**config.mk**
```make
export PLATFORM = sky130hd
export DESIGN_NAME = uart_loader
export DESIGN_NICKNAME = d
export VERILOG_FILES = /design/src/rtl/uart_loader_pkg.sv /design/src/rtl/uart_loader_rx_core.sv /design/src/rtl/uart_loader.sv
export SDC_FILE = /design/constraint.sdc
export NUM_CORES = 1
export LEC_CHECK = 0
export ABC_AREA = 1
export CAP_MARGIN = 40
export CORE_ASPECT_RATIO = 1.4
export CORE_MARGIN = 1.5
export CORE_UTILIZATION = 45
export CTS_CLUSTER_SIZE = 28
export DETAILED_ROUTE_END_ITERATION = 12
export PLACE_DENSITY = 0.63
export SLEW_MARGIN = 10
export SYNTH_ARGS = -nofsm -noshare
export SYNTH_HDL_FRONTEND = slang
export SYNTH_HIERARCHICAL = 1
export SYNTH_SLANG_ARGS = --single-unit
```
**constraint.sdc**
```tcl
create_clock -name clk -period 3.35 [get_ports clk]
set_input_delay 0.5025 -clock clk [delete_from_list [all_inputs] [get_ports clk]]
set_output_delay 0.5025 -clock clk [all_outputs]
set_load 0.03 [all_outputs]
```
**src/rtl/uart_loader_pkg.sv**
```systemverilog
// uart_loader_pkg: shared types and constants for the UART program loader.
// Optional feature macro: UART_LOADER_CHECKSUM_EN (adds the LD_CSUM state).
package uart_loader_pkg;

   // Number of little-endian bytes in the word-count header (and in the checksum trailer)
   localparam int HDR_BYTES  = 4;
   // Width of the trailing checksum and of its accumulator
   localparam int CSUM_WIDTH = 32;

   typedef enum logic [1:0] {
      RX_IDLE  = 2'd0,
      RX_START = 2'd1,
      RX_DATA  = 2'd2,
      RX_STOP  = 2'd3
   } rx_state_t;

   typedef enum logic [2:0] {
      LD_LEN   = 3'd0,
      LD_DATA  = 3'd1,
`ifdef UART_LOADER_CHECKSUM_EN
      LD_CSUM  = 3'd2,
`endif
      LD_DONE  = 3'd3,
      LD_ERROR = 3'd4
   } ld_state_t;

   // True while the loader is still consuming bytes of the image
   function automatic logic ld_is_active(input ld_state_t s);
      logic v;
      v = 1'b0;
      case (s)
         LD_LEN,
         LD_DATA:  v = 1'b1;
`ifdef UART_LOADER_CHECKSUM_EN
         LD_CSUM:  v = 1'b1;
`endif
         default:  v = 1'b0;
      endcase
      return v;
   endfunction

endpackage

```
**src/rtl/uart_loader_rx_core.sv**
```systemverilog
// uart_rx_core: 8N1 receiver with input synchroniser, baud counter and
// mid-bit sampling. A start bit is only accepted if the line is still low
// half a bit after the falling edge.
module uart_rx_core
   import uart_loader_pkg::*;
#(
   parameter int unsigned CLKS_PER_BIT   = 868,
   parameter int unsigned RX_SYNC_STAGES = 2
)(
   input  logic       clk,
   input  logic       reset_n,
   input  logic       io_rx,
   output logic       byte_strb,
   output logic [7:0] byte_data,
   output logic       frame_err_strb
);

   localparam int unsigned HALF_BIT = CLKS_PER_BIT / 2;
   localparam int unsigned CNT_W    = $clog2(CLKS_PER_BIT + 1);
   localparam logic [CNT_W-1:0] HALF_LAST = CNT_W'(HALF_BIT - 1);
   localparam logic [CNT_W-1:0] BIT_LAST  = CNT_W'(CLKS_PER_BIT - 1);

   logic [RX_SYNC_STAGES-1:0] r_sync;
   logic                      r_rx_prev;
   logic                      w_rx;
   logic                      w_fall;
   rx_state_t                 r_state;
   rx_state_t                 w_state_nxt;
   logic [CNT_W-1:0]          r_cnt;
   logic [2:0]                r_bit_idx;
   logic [7:0]                r_shift;
   logic                      w_half_tick;
   logic                      w_bit_tick;
   logic                      w_byte_strb_nxt;
   logic                      w_frame_err_nxt;

   assign w_rx        = r_sync[RX_SYNC_STAGES-1];
   assign w_fall      = r_rx_prev & ~w_rx;
   assign w_half_tick = (r_cnt == HALF_LAST);
   assign w_bit_tick  = (r_cnt == BIT_LAST);
   assign byte_data   = r_shift;

   // Synchronise the pin and keep the previous value for falling-edge detection
   always_ff @(posedge clk) begin
      if (!reset_n) begin
         r_sync    <= {RX_SYNC_STAGES{1'b1}};
         r_rx_prev <= 1'b1;
      end else begin
         r_sync[0] <= io_rx;
         for (int i = 1; i < int'(RX_SYNC_STAGES); i++) begin
            r_sync[i] <= r_sync[i-1];
         end
         r_rx_prev <= w_rx;
      end
   end

   // Receiver state register
   always_ff @(posedge clk) begin
      if (!reset_n) begin
         r_state <= RX_IDLE;
      end else begin
         r_state <= w_state_nxt;
      end
   end

   // Receiver next-state logic
   always_comb begin
      w_state_nxt = r_state;
      case (r_state)
         RX_IDLE: begin
            if (w_fall) w_state_nxt = RX_START;
            else        w_state_nxt = RX_IDLE;
         end
         RX_START: begin
            if (w_half_tick) begin
               if (w_rx) w_state_nxt = RX_IDLE;
               else      w_state_nxt = RX_DATA;
            end else begin
               w_state_nxt = RX_START;
            end
         end
         RX_DATA: begin
            if (w_bit_tick && (r_bit_idx == 3'd7)) w_state_nxt = RX_STOP;
            else                                   w_state_nxt = RX_DATA;
         end
         RX_STOP: begin
            if (w_bit_tick) w_state_nxt = RX_IDLE;
            else            w_state_nxt = RX_STOP;
         end
         default: w_state_nxt = RX_IDLE;
      endcase
   end

   // Baud counter, bit index and LSB-first shift register
   always_ff @(posedge clk) begin
      if (!reset_n) begin
         r_cnt     <= {CNT_W{1'b0}};
         r_bit_idx <= 3'd0;
         r_shift   <= 8'd0;
      end else begin
         case (r_state)
            RX_IDLE: begin
               r_cnt     <= {CNT_W{1'b0}};
               r_bit_idx <= 3'd0;
            end
            RX_START: begin
               r_bit_idx <= 3'd0;
               if (w_half_tick) r_cnt <= {CNT_W{1'b0}};
               else             r_cnt <= r_cnt + CNT_W'(1);
            end
            RX_DATA: begin
               if (w_bit_tick) begin
                  r_cnt     <= {CNT_W{1'b0}};
                  r_bit_idx <= r_bit_idx + 3'd1;
                  r_shift   <= {w_rx, r_shift[7:1]};
               end else begin
                  r_cnt <= r_cnt + CNT_W'(1);
               end
            end
            RX_STOP: begin
               if (w_bit_tick) r_cnt <= {CNT_W{1'b0}};
               else            r_cnt <= r_cnt + CNT_W'(1);
            end
            default: r_cnt <= {CNT_W{1'b0}};
         endcase
      end
   end

   // Decode the stop-bit sample into a good-byte or framing-error event
   always_comb begin
      w_byte_strb_nxt = 1'b0;
      w_frame_err_nxt = 1'b0;
      if ((r_state == RX_STOP) && w_bit_tick) begin
         w_byte_strb_nxt = w_rx;
         w_frame_err_nxt = ~w_rx;
      end else begin
         w_byte_strb_nxt = 1'b0;
         w_frame_err_nxt = 1'b0;
      end
   end

   // Register the one-cycle strobes
   always_ff @(posedge clk) begin
      if (!reset_n) begin
         byte_strb      <= 1'b0;
         frame_err_strb <= 1'b0;
      end else begin
         byte_strb      <= w_byte_strb_nxt;
         frame_err_strb <= w_frame_err_nxt;
      end
   end

endmodule

```
**src/rtl/uart_loader.sv**
```systemverilog
// uart_loader: receives a length-prefixed image over UART and emits
// little-endian words with incrementing byte addresses.
// Optional feature macro: UART_LOADER_CHECKSUM_EN (32-bit trailing sum check).
module uart_loader
   import uart_loader_pkg::*;
#(
   parameter int unsigned            CLK_FREQ_HZ    = 100_000_000,
   parameter int unsigned            BAUD           = 115200,
   parameter int unsigned            DATA_WIDTH     = 32,
   parameter int unsigned            ADDR_WIDTH     = 32,
   parameter logic [ADDR_WIDTH-1:0]  BASE_ADDR      = {ADDR_WIDTH{1'b0}},
   parameter int unsigned            MAX_WORDS      = 1024,
   parameter int unsigned            RX_SYNC_STAGES = 2
)(
   input  logic                   clk,
   input  logic                   reset_n,
   input  logic                   io_rx,
   output logic                   data_valid,
   output logic [DATA_WIDTH-1:0]  data_out,
   output logic [ADDR_WIDTH-1:0]  byte_address,
   output logic                   busy,
   output logic                   load_done,
   output logic                   frame_error,
   output logic                   length_error,
   output logic                   checksum_error
);

   localparam int unsigned CLKS_PER_BIT   = CLK_FREQ_HZ / BAUD;
   localparam int unsigned BYTES_PER_WORD = DATA_WIDTH / 8;
   localparam int unsigned BIDX_W         = $clog2(BYTES_PER_WORD) + 1;
   localparam int unsigned WCNT_W         = $clog2(MAX_WORDS + 1);
   localparam int unsigned BYTE_BITS      = 8;
   localparam logic [BIDX_W-1:0]     LAST_BYTE_IDX = BIDX_W'(BYTES_PER_WORD - 1);
   localparam logic [1:0]            LAST_HDR_IDX  = 2'(HDR_BYTES - 1);
   localparam logic [ADDR_WIDTH-1:0] ADDR_STEP     = ADDR_WIDTH'(BYTES_PER_WORD);
   localparam logic [31:0]           MAX_WORDS_32  = 32'(MAX_WORDS);
`ifdef UART_LOADER_CHECKSUM_EN
   localparam ld_state_t LD_AFTER_DATA = LD_CSUM;
`else
   localparam ld_state_t LD_AFTER_DATA = LD_DONE;
`endif

   logic                  w_byte_strb;
   logic [7:0]            w_byte_data;
   logic                  w_frame_err_strb;

   ld_state_t             r_state;
   ld_state_t             w_state_nxt;
   logic [1:0]            r_hdr_idx;
   logic [23:0]           r_len_lo;
   logic [31:0]           w_len_full;
   logic [BIDX_W-1:0]     r_byte_idx;
   logic [DATA_WIDTH-1:0] r_word;
   logic [DATA_WIDTH-1:0] w_word_full;
   logic [WCNT_W-1:0]     r_words_left;
   logic [ADDR_WIDTH-1:0] r_next_addr;
   logic                  w_hdr_last;
   logic                  w_word_last;
   logic                  w_last_word;
   logic                  w_emit;
   logic                  w_set_done;
   logic                  w_set_len_err;
   logic                  w_set_frame_err;
   logic                  w_busy_nxt;
`ifdef UART_LOADER_CHECKSUM_EN
   logic [CSUM_WIDTH-1:0] r_csum;
   logic                  w_set_csum_err;
   logic                  r_csum_err;
`endif

   uart_rx_core #(
      .CLKS_PER_BIT   (CLKS_PER_BIT),
      .RX_SYNC_STAGES (RX_SYNC_STAGES)
   ) u_rx (
      .clk            (clk),
      .reset_n        (reset_n),
      .io_rx          (io_rx),
      .byte_strb      (w_byte_strb),
      .byte_data      (w_byte_data),
      .frame_err_strb (w_frame_err_strb)
   );

   // The header/checksum value with the current byte placed at the top
   assign w_len_full  = {w_byte_data, r_len_lo};
   // The word with the current byte shifted in at the top; after a full word
   // the first byte has reached bits [7:0]
   assign w_word_full = (r_word >> BYTE_BITS)
                      | (DATA_WIDTH'(w_byte_data) << (DATA_WIDTH - BYTE_BITS));
   assign w_hdr_last  = (r_hdr_idx == LAST_HDR_IDX);
   assign w_word_last = (r_byte_idx == LAST_BYTE_IDX);
   assign w_last_word = (r_words_left == WCNT_W'(1));

   // Loader state register
   always_ff @(posedge clk) begin
      if (!reset_n) begin
         r_state <= LD_LEN;
      end else begin
         r_state <= w_state_nxt;
      end
   end

   // Loader next-state logic; a framing error anywhere but DONE is fatal
   always_comb begin
      w_state_nxt = r_state;
      case (r_state)
         LD_LEN: begin
            if (w_frame_err_strb) begin
               w_state_nxt = LD_ERROR;
            end else if (w_byte_strb && w_hdr_last) begin
               if (w_len_full == 32'd0)              w_state_nxt = LD_DONE;
               else if (w_len_full > MAX_WORDS_32)   w_state_nxt = LD_ERROR;
               else                                  w_state_nxt = LD_DATA;
            end else begin
               w_state_nxt = LD_LEN;
            end
         end
         LD_DATA: begin
            if (w_frame_err_strb)                               w_state_nxt = LD_ERROR;
            else if (w_byte_strb && w_word_last && w_last_word) w_state_nxt = LD_AFTER_DATA;
            else                                                w_state_nxt = LD_DATA;
         end
`ifdef UART_LOADER_CHECKSUM_EN
         LD_CSUM: begin
            if (w_frame_err_strb)               w_state_nxt = LD_ERROR;
            else if (w_byte_strb && w_hdr_last) w_state_nxt = LD_DONE;
            else                                w_state_nxt = LD_CSUM;
         end
`endif
         LD_DONE:  w_state_nxt = LD_DONE;
         LD_ERROR: w_state_nxt = LD_ERROR;
         default:  w_state_nxt = LD_ERROR;
      endcase
   end

   // Loader output decode: word emission, flag set events and busy
   always_comb begin
      w_emit          = 1'b0;
      w_set_len_err   = 1'b0;
`ifdef UART_LOADER_CHECKSUM_EN
      w_set_csum_err  = 1'b0;
`endif
      w_set_frame_err = w_frame_err_strb && (r_state != LD_DONE);
      w_set_done      = (w_state_nxt == LD_DONE) && (r_state != LD_DONE);
      case (r_state)
         LD_LEN:  w_set_len_err  = w_byte_strb && w_hdr_last && (w_len_full > MAX_WORDS_32);
         LD_DATA: w_emit         = w_byte_strb && w_word_last;
`ifdef UART_LOADER_CHECKSUM_EN
         LD_CSUM: w_set_csum_err = w_byte_strb && w_hdr_last && (w_len_full != r_csum);
`endif
         default: w_emit         = 1'b0;
      endcase
      if (w_set_done || w_set_frame_err || w_set_len_err) begin
         w_busy_nxt = 1'b0;
      end else if (w_byte_strb && ld_is_active(r_state)) begin
         w_busy_nxt = 1'b1;
      end else begin
         w_busy_nxt = busy;
      end
   end

   // Header/checksum collection, word packing, word and address counters
   always_ff @(posedge clk) begin
      if (!reset_n) begin
         r_hdr_idx    <= 2'd0;
         r_len_lo     <= 24'd0;
         r_byte_idx   <= {BIDX_W{1'b0}};
         r_word       <= {DATA_WIDTH{1'b0}};
         r_words_left <= {WCNT_W{1'b0}};
         r_next_addr  <= BASE_ADDR;
`ifdef UART_LOADER_CHECKSUM_EN
         r_csum       <= {CSUM_WIDTH{1'b0}};
`endif
      end else begin
         case (r_state)
            LD_LEN: begin
               if (w_byte_strb) begin
                  r_len_lo     <= w_len_full[31:8];
                  r_hdr_idx    <= r_hdr_idx + 2'd1;
                  r_words_left <= w_len_full[WCNT_W-1:0];
               end else begin
                  r_hdr_idx <= r_hdr_idx;
               end
            end
            LD_DATA: begin
               if (w_byte_strb) begin
                  r_word <= w_word_full;
                  if (w_word_last) begin
                     r_byte_idx   <= {BIDX_W{1'b0}};
                     r_words_left <= r_words_left - WCNT_W'(1);
                     r_next_addr  <= r_next_addr + ADDR_STEP;
`ifdef UART_LOADER_CHECKSUM_EN
                     r_csum       <= r_csum + CSUM_WIDTH'(w_word_full);
`endif
                  end else begin
                     r_byte_idx <= r_byte_idx + BIDX_W'(1);
                  end
               end else begin
                  r_byte_idx <= r_byte_idx;
               end
            end
`ifdef UART_LOADER_CHECKSUM_EN
            LD_CSUM: begin
               if (w_byte_strb) begin
                  r_len_lo  <= w_len_full[31:8];
                  r_hdr_idx <= r_hdr_idx + 2'd1;
               end else begin
                  r_hdr_idx <= r_hdr_idx;
               end
            end
`endif
            default: r_hdr_idx <= r_hdr_idx;
         endcase
      end
   end

   // Registered outputs: word/address presentation and sticky status flags
   always_ff @(posedge clk) begin
      if (!reset_n) begin
         data_valid   <= 1'b0;
         data_out     <= {DATA_WIDTH{1'b0}};
         byte_address <= BASE_ADDR;
         busy         <= 1'b0;
         load_done    <= 1'b0;
         frame_error  <= 1'b0;
         length_error <= 1'b0;
`ifdef UART_LOADER_CHECKSUM_EN
         r_csum_err   <= 1'b0;
`endif
      end else begin
         data_valid <= w_emit;
         if (w_emit) begin
            data_out     <= w_word_full;
            byte_address <= r_next_addr;
         end else begin
            data_out     <= data_out;
            byte_address <= byte_address;
         end
         busy         <= w_busy_nxt;
         load_done    <= load_done    | w_set_done;
         frame_error  <= frame_error  | w_set_frame_err;
         length_error <= length_error | w_set_len_err;
`ifdef UART_LOADER_CHECKSUM_EN
         r_csum_err   <= r_csum_err   | w_set_csum_err;
`endif
      end
   end

`ifdef UART_LOADER_CHECKSUM_EN
   assign checksum_error = r_csum_err;
`else
   assign checksum_error = 1'b0;
`endif

endmodule

```
======== After elaboration in Yosys (flattened, before gate mapping) ========
Cells that the tools add are included.
word-level totals
  logic and storage cells ................. 107
  register bits ........................... 204
  bits of input ports ..................... 3
  output and inout port bits .............. 70
operators by class
  add/subtract/negate cells ............... 6
  muxes and demuxes ....................... 27
  reduce and logical (&&, ||, !) cells .... 27
  equal/unequal tests ..................... 17
  bitwise logic cells ..................... 7
  order comparisons ....................... 1
operator list
  cell                     count
  $mux W11                 3
  $add A32 B3 Y32 const B  1
  $gt A32 B11 Y1 const B   1
  $logic_not A32 Y1        1
  $or A24 B32 Y32          1
  $pmux W10 S3             1
  $pmux W11 S2             1
  $mux W3                  7
  $mux W10                 2
  $eq A11 B1 Y1 const B    1
  $sub A11 B1 Y11 const B  1
  $add A10 B1 Y10 const B  1
  $eq A10 B10 Y1 const B   1
  $eq A10 B9 Y1 const B    1
  $reduce_and A2 Y1        5
  $eq A3 B2 Y1 const B     3
  $logic_and A1 B1 Y1      9
  $pmux W3 S3              1
  $mux W2                  4
  $pmux W2 S4              1
  $reduce_or A2 Y1         4
  $add A3 B1 Y3 const B    2
  $eq A2 B2 Y1 const B     3
  $mux W1                  6
  other kinds (17)         24

======== Depth between registers and ports, before layout ========
  depth after elaboration ................. 12
  depth in mapped cells ................... 11
  depth with buffers taken out ............ 11

======== Cells and area by module ========
The synthesis kept the hierarchy.
by module, submodules not included
  module        seq. area each (µm²)  cells each  times used  area an instance (µm²)
  uart_loader   3283.1                1002        1           7010.5
  uart_rx_core  560.5                 163         1           1258.7

======== Worst setup path after synthesis ========
Ideal clock, no wire load.
  path kind ............................... input to register
  from .................................... in reset_n
  to ...................................... reg byte_address[2]
  data required time ...................... 3.222 ns
  stages on the path ...................... 5
  path slack .............................. 1.871 ns
  library setup time ...................... 0.128 ns
  data arrival time ....................... 1.352 ns
  buffers on the path ..................... 3
  cell sequence ........................... clkbuf_1 inv_1 clkbuf_1 clkbuf_1 nor2_1
RTL lines
  element               line                RTL
  from (decl)           uart_loader.sv:16   input logic reset_n,
  to (signal assigned)  uart_loader.sv:233  byte_address <= r_next_addr;
  to (signal assigned)  uart_loader.sv:236  byte_address <= byte_address;
  to (decl)             uart_loader.sv:20   output logic [ADDR_WIDTH-1:0] byte_address,
No word-level cell between the ends.

==> metrics <==
Ports=73; Worst Path Class, Setup=reg2reg; Die Width=118 um; combinational share of power=0.014; Post-CTS Setup Inserts=0; Final Max Slew Viols=0; synthesized area per cell=7.10 um^2; max cap viols=0; DRC marker count from the first detailed-route iteration=312; status=completed; asr flop ratio synth=0; clock skew=10.9 ps; Worst Hold Class=reg2reg; setup violators final=0; DR vias=7,339; Post-Syn Area=0.00827 mm^2; Pwr Density=461 mW/mm^2; critical path launch point type=register; CTS H-Tree Depth=4; Top FF cell, synth=dfxtp_1; final worst path period need=2180 ps; Int Pwr=3520 uW; die area=0.0192 mm^2; ant diodes=0; top area cells in the synthesized netlist=dfxtp_1, nand2_1, nor2_1; Slew @ Worst Pin=769 ps; height of the die=163 um; RSZ-0062 raised after global routing=no; HPWL Detailed=14.1 mm; dpl cell area=0.00910 mm^2; grt ovf=0; Initial Util=0.459; largest net degree at the start of global routing=65; Hold Path Depth=1; residual DRC count=0; WL/cell=13.6 um; period utilisation layout=0.651; nets@finish=1,222; PortBufs=69; reg2reg path depth=10; Synth Instances=1,165; Synth Register Bits=192; vias in the first global route=6,826; sequential share of power=0.509; achievable frequency=0.458 GHz; Hold Buf Count CTS=0; DR vias/cell=5.02; Net Sw Power=970 uW; Placed Instances=1,431; post-route setup TNS=0 ps; Final Hold Viols=0; total iterations of the first detailed-routing run=5; clock network power share=0.477; Finished Cell Area=0.00973 mm^2; register area share after synthesis=0.465; first-pass GRT wire length=33.1 mm; cell accounting for the most synthesized area=dfxtp_1; GR Util All Layers=0.214; post-synth cell types=39; layout cells sized above 1=0.0589; Rows=58; Worst Path Arrival=2510 ps; crit-path max FO=64; Area Overhead vs Synth=17.7%; CTS buffer count=17; antenna violations before repair=0; CTS Buffer Depth=2; Switching Share=0.216; CTS sink count=192; Cell Count, Final, Fillers Out=1,463; worst-skew pair later-pin latency=430 ps; Rel. slew slack=0.487; post-CTS sizing=0; WP data required=3670 ps; CP endpoint kind=register; Yosys top cell area share=0.465; leakage power figure=0.00377 uW; Clock Tree Root=clkbuf_16; Post-synth EDFFs=0; final core utilization=0.541; Antenna Violating Nets Remaining=0; CTS tree=built; routability congestion estimate=0.901; yosys warns=6; clk slew on worst S/H paths=70 ps; DRT Wirelength=20.0 mm; core area=0.0180 mm^2; maximum vdd ir drop=0.348 mV
final cells by class:
cell class | count | area, um^2
Multi-Input combinational cell | 826 | 3830
Tap cell | 240 | 300
Inverter | 95 | 359
Sequential cell | 192 | 3840
Clock inverter | 14 | 194
Fill cell | 1830 | 8260
Timing Repair Buffer | 78 | 766
Clock buffer | 18 | 439
logic make-up after synthesis:
logic type / after synthesis / share of synthesized area
DFF: 192 / 0.465
and+or+nand+nor: 571 / 0.291
xor gates and xnor gates: 12 / 0.0127
adders and majority gates: 9 / 0.0136
buffers and inverters: 149 / 0.0737
other: 1 / 0.000453
AOI/OAI and AO/OA: 231 / 0.143
metrics by stage:
| step | hold WS (ps) | setup WS (ps) | total power (uW) |
|---|---|---|---|
| global placement | 395 | 1180 | 2400 |
| CTS | 418 | 1120 | 4540 |
| global route | 431 | 803 | 4640 |
| finish | 415 | 1170 | 4490 |
| detailed placement | 400 | 1120 | 2400 |
| floorplan | 393 | 1870 | 2380 |
path summary, 6_finish.rpt:
check / from / end / slack (ps)
min: u_rx/r_sync[0]$_SDFF_PN1_ / u_rx/r_sync[1]$_SDFF_PN1_ / 410
min reg2reg: u_rx/r_sync[0]$_SDFF_PN1_ / u_rx/r_sync[1]$_SDFF_PN1_ / 410
max: r_state[2]$_SDFF_PN0_ / r_next_addr[22]$_SDFFE_PN0P_ / 1170
max reg2reg: r_state[2]$_SDFF_PN0_ / r_next_addr[22]$_SDFFE_PN0P_ / 1170
power by group through the flow:
stage / clock network, uW / logic [uW] / registers [uW]
6_report: 2140 / 61.8 / 2280
5_1_grt: 2290 / 68.7 / 2280
4_1_cts: 2200 / 62.7 / 2280
3_5_place_dp: 0 / 62.7 / 2340
3_3_place_gp: 0 / 62.5 / 2340
2_1_floorplan: 0 / 47.0 / 2340
worst max-delay path, stage by stage (launching register included):
cell and delay, ps:
dfxtp_1 330, nor2_4 200, nand2_4 170, inv_4 180, nand2_4 390, nor2_4 310, nand3_2 100, nor2_1 170
nand3_1 90, nand2_1 60, nor2_1 40
placed cells by master, fill, tap and decap left out, types with 17 or more instances in the layout:
master / count
o21ai_0: 96
nor2_1: 196
nand3_1: 41
inv_1: 91
dfxtp_1: 192
clkbuf_16: 17
a21oi_1: 124
clkdlybuf4s50_1: 68
nand2_1: 271
registers in the layout, summed over array words and instances, names as in the netlist, 3 cells and up:
register / cells
byte_address: 30
r_state: 3
r_word: 24
u_rx/r_cnt: 10
u_rx/r_bit_idx: 3
u_rx/byte_data: 8
r_len_lo: 24
r_byte_idx: 3
r_words_left: 11
r_next_addr: 30
data_out: 32
synthesized netlist by cell type, types with 3 or more instances:
master    count
or2_1         7
nand4_1      10
a21oi_1     124
or2_2         4
buf_1         4
nor2_1      197
nand3b_1      5
nand2_1     271
xor2_1       11
clkbuf_1     27
buf_2        17
buf_4         5
nor2_4        3
o21ai_0      96
ha_1          9
and3_1        3
a211oi_1      5
nor2_2        9
nor3_1       11
inv_1        92
nand3_1      41
dfxtp_1     192
metal layers:
layer | wire length (um) | track usage | part of all wire | up-vias
met5 | 0 | 0 | 0 | -
met4 | 526 | 0.0793 | 0.026 | 0
li1 | - | - | - | 3821
met1 | 8400 | 0.239 | 0.42 | 3356
met2 | 10500 | 0.404 | 0.52 | 126
met3 | 567 | 0.0377 | 0.028 | 36
Power figures use the tool's default switching activity.
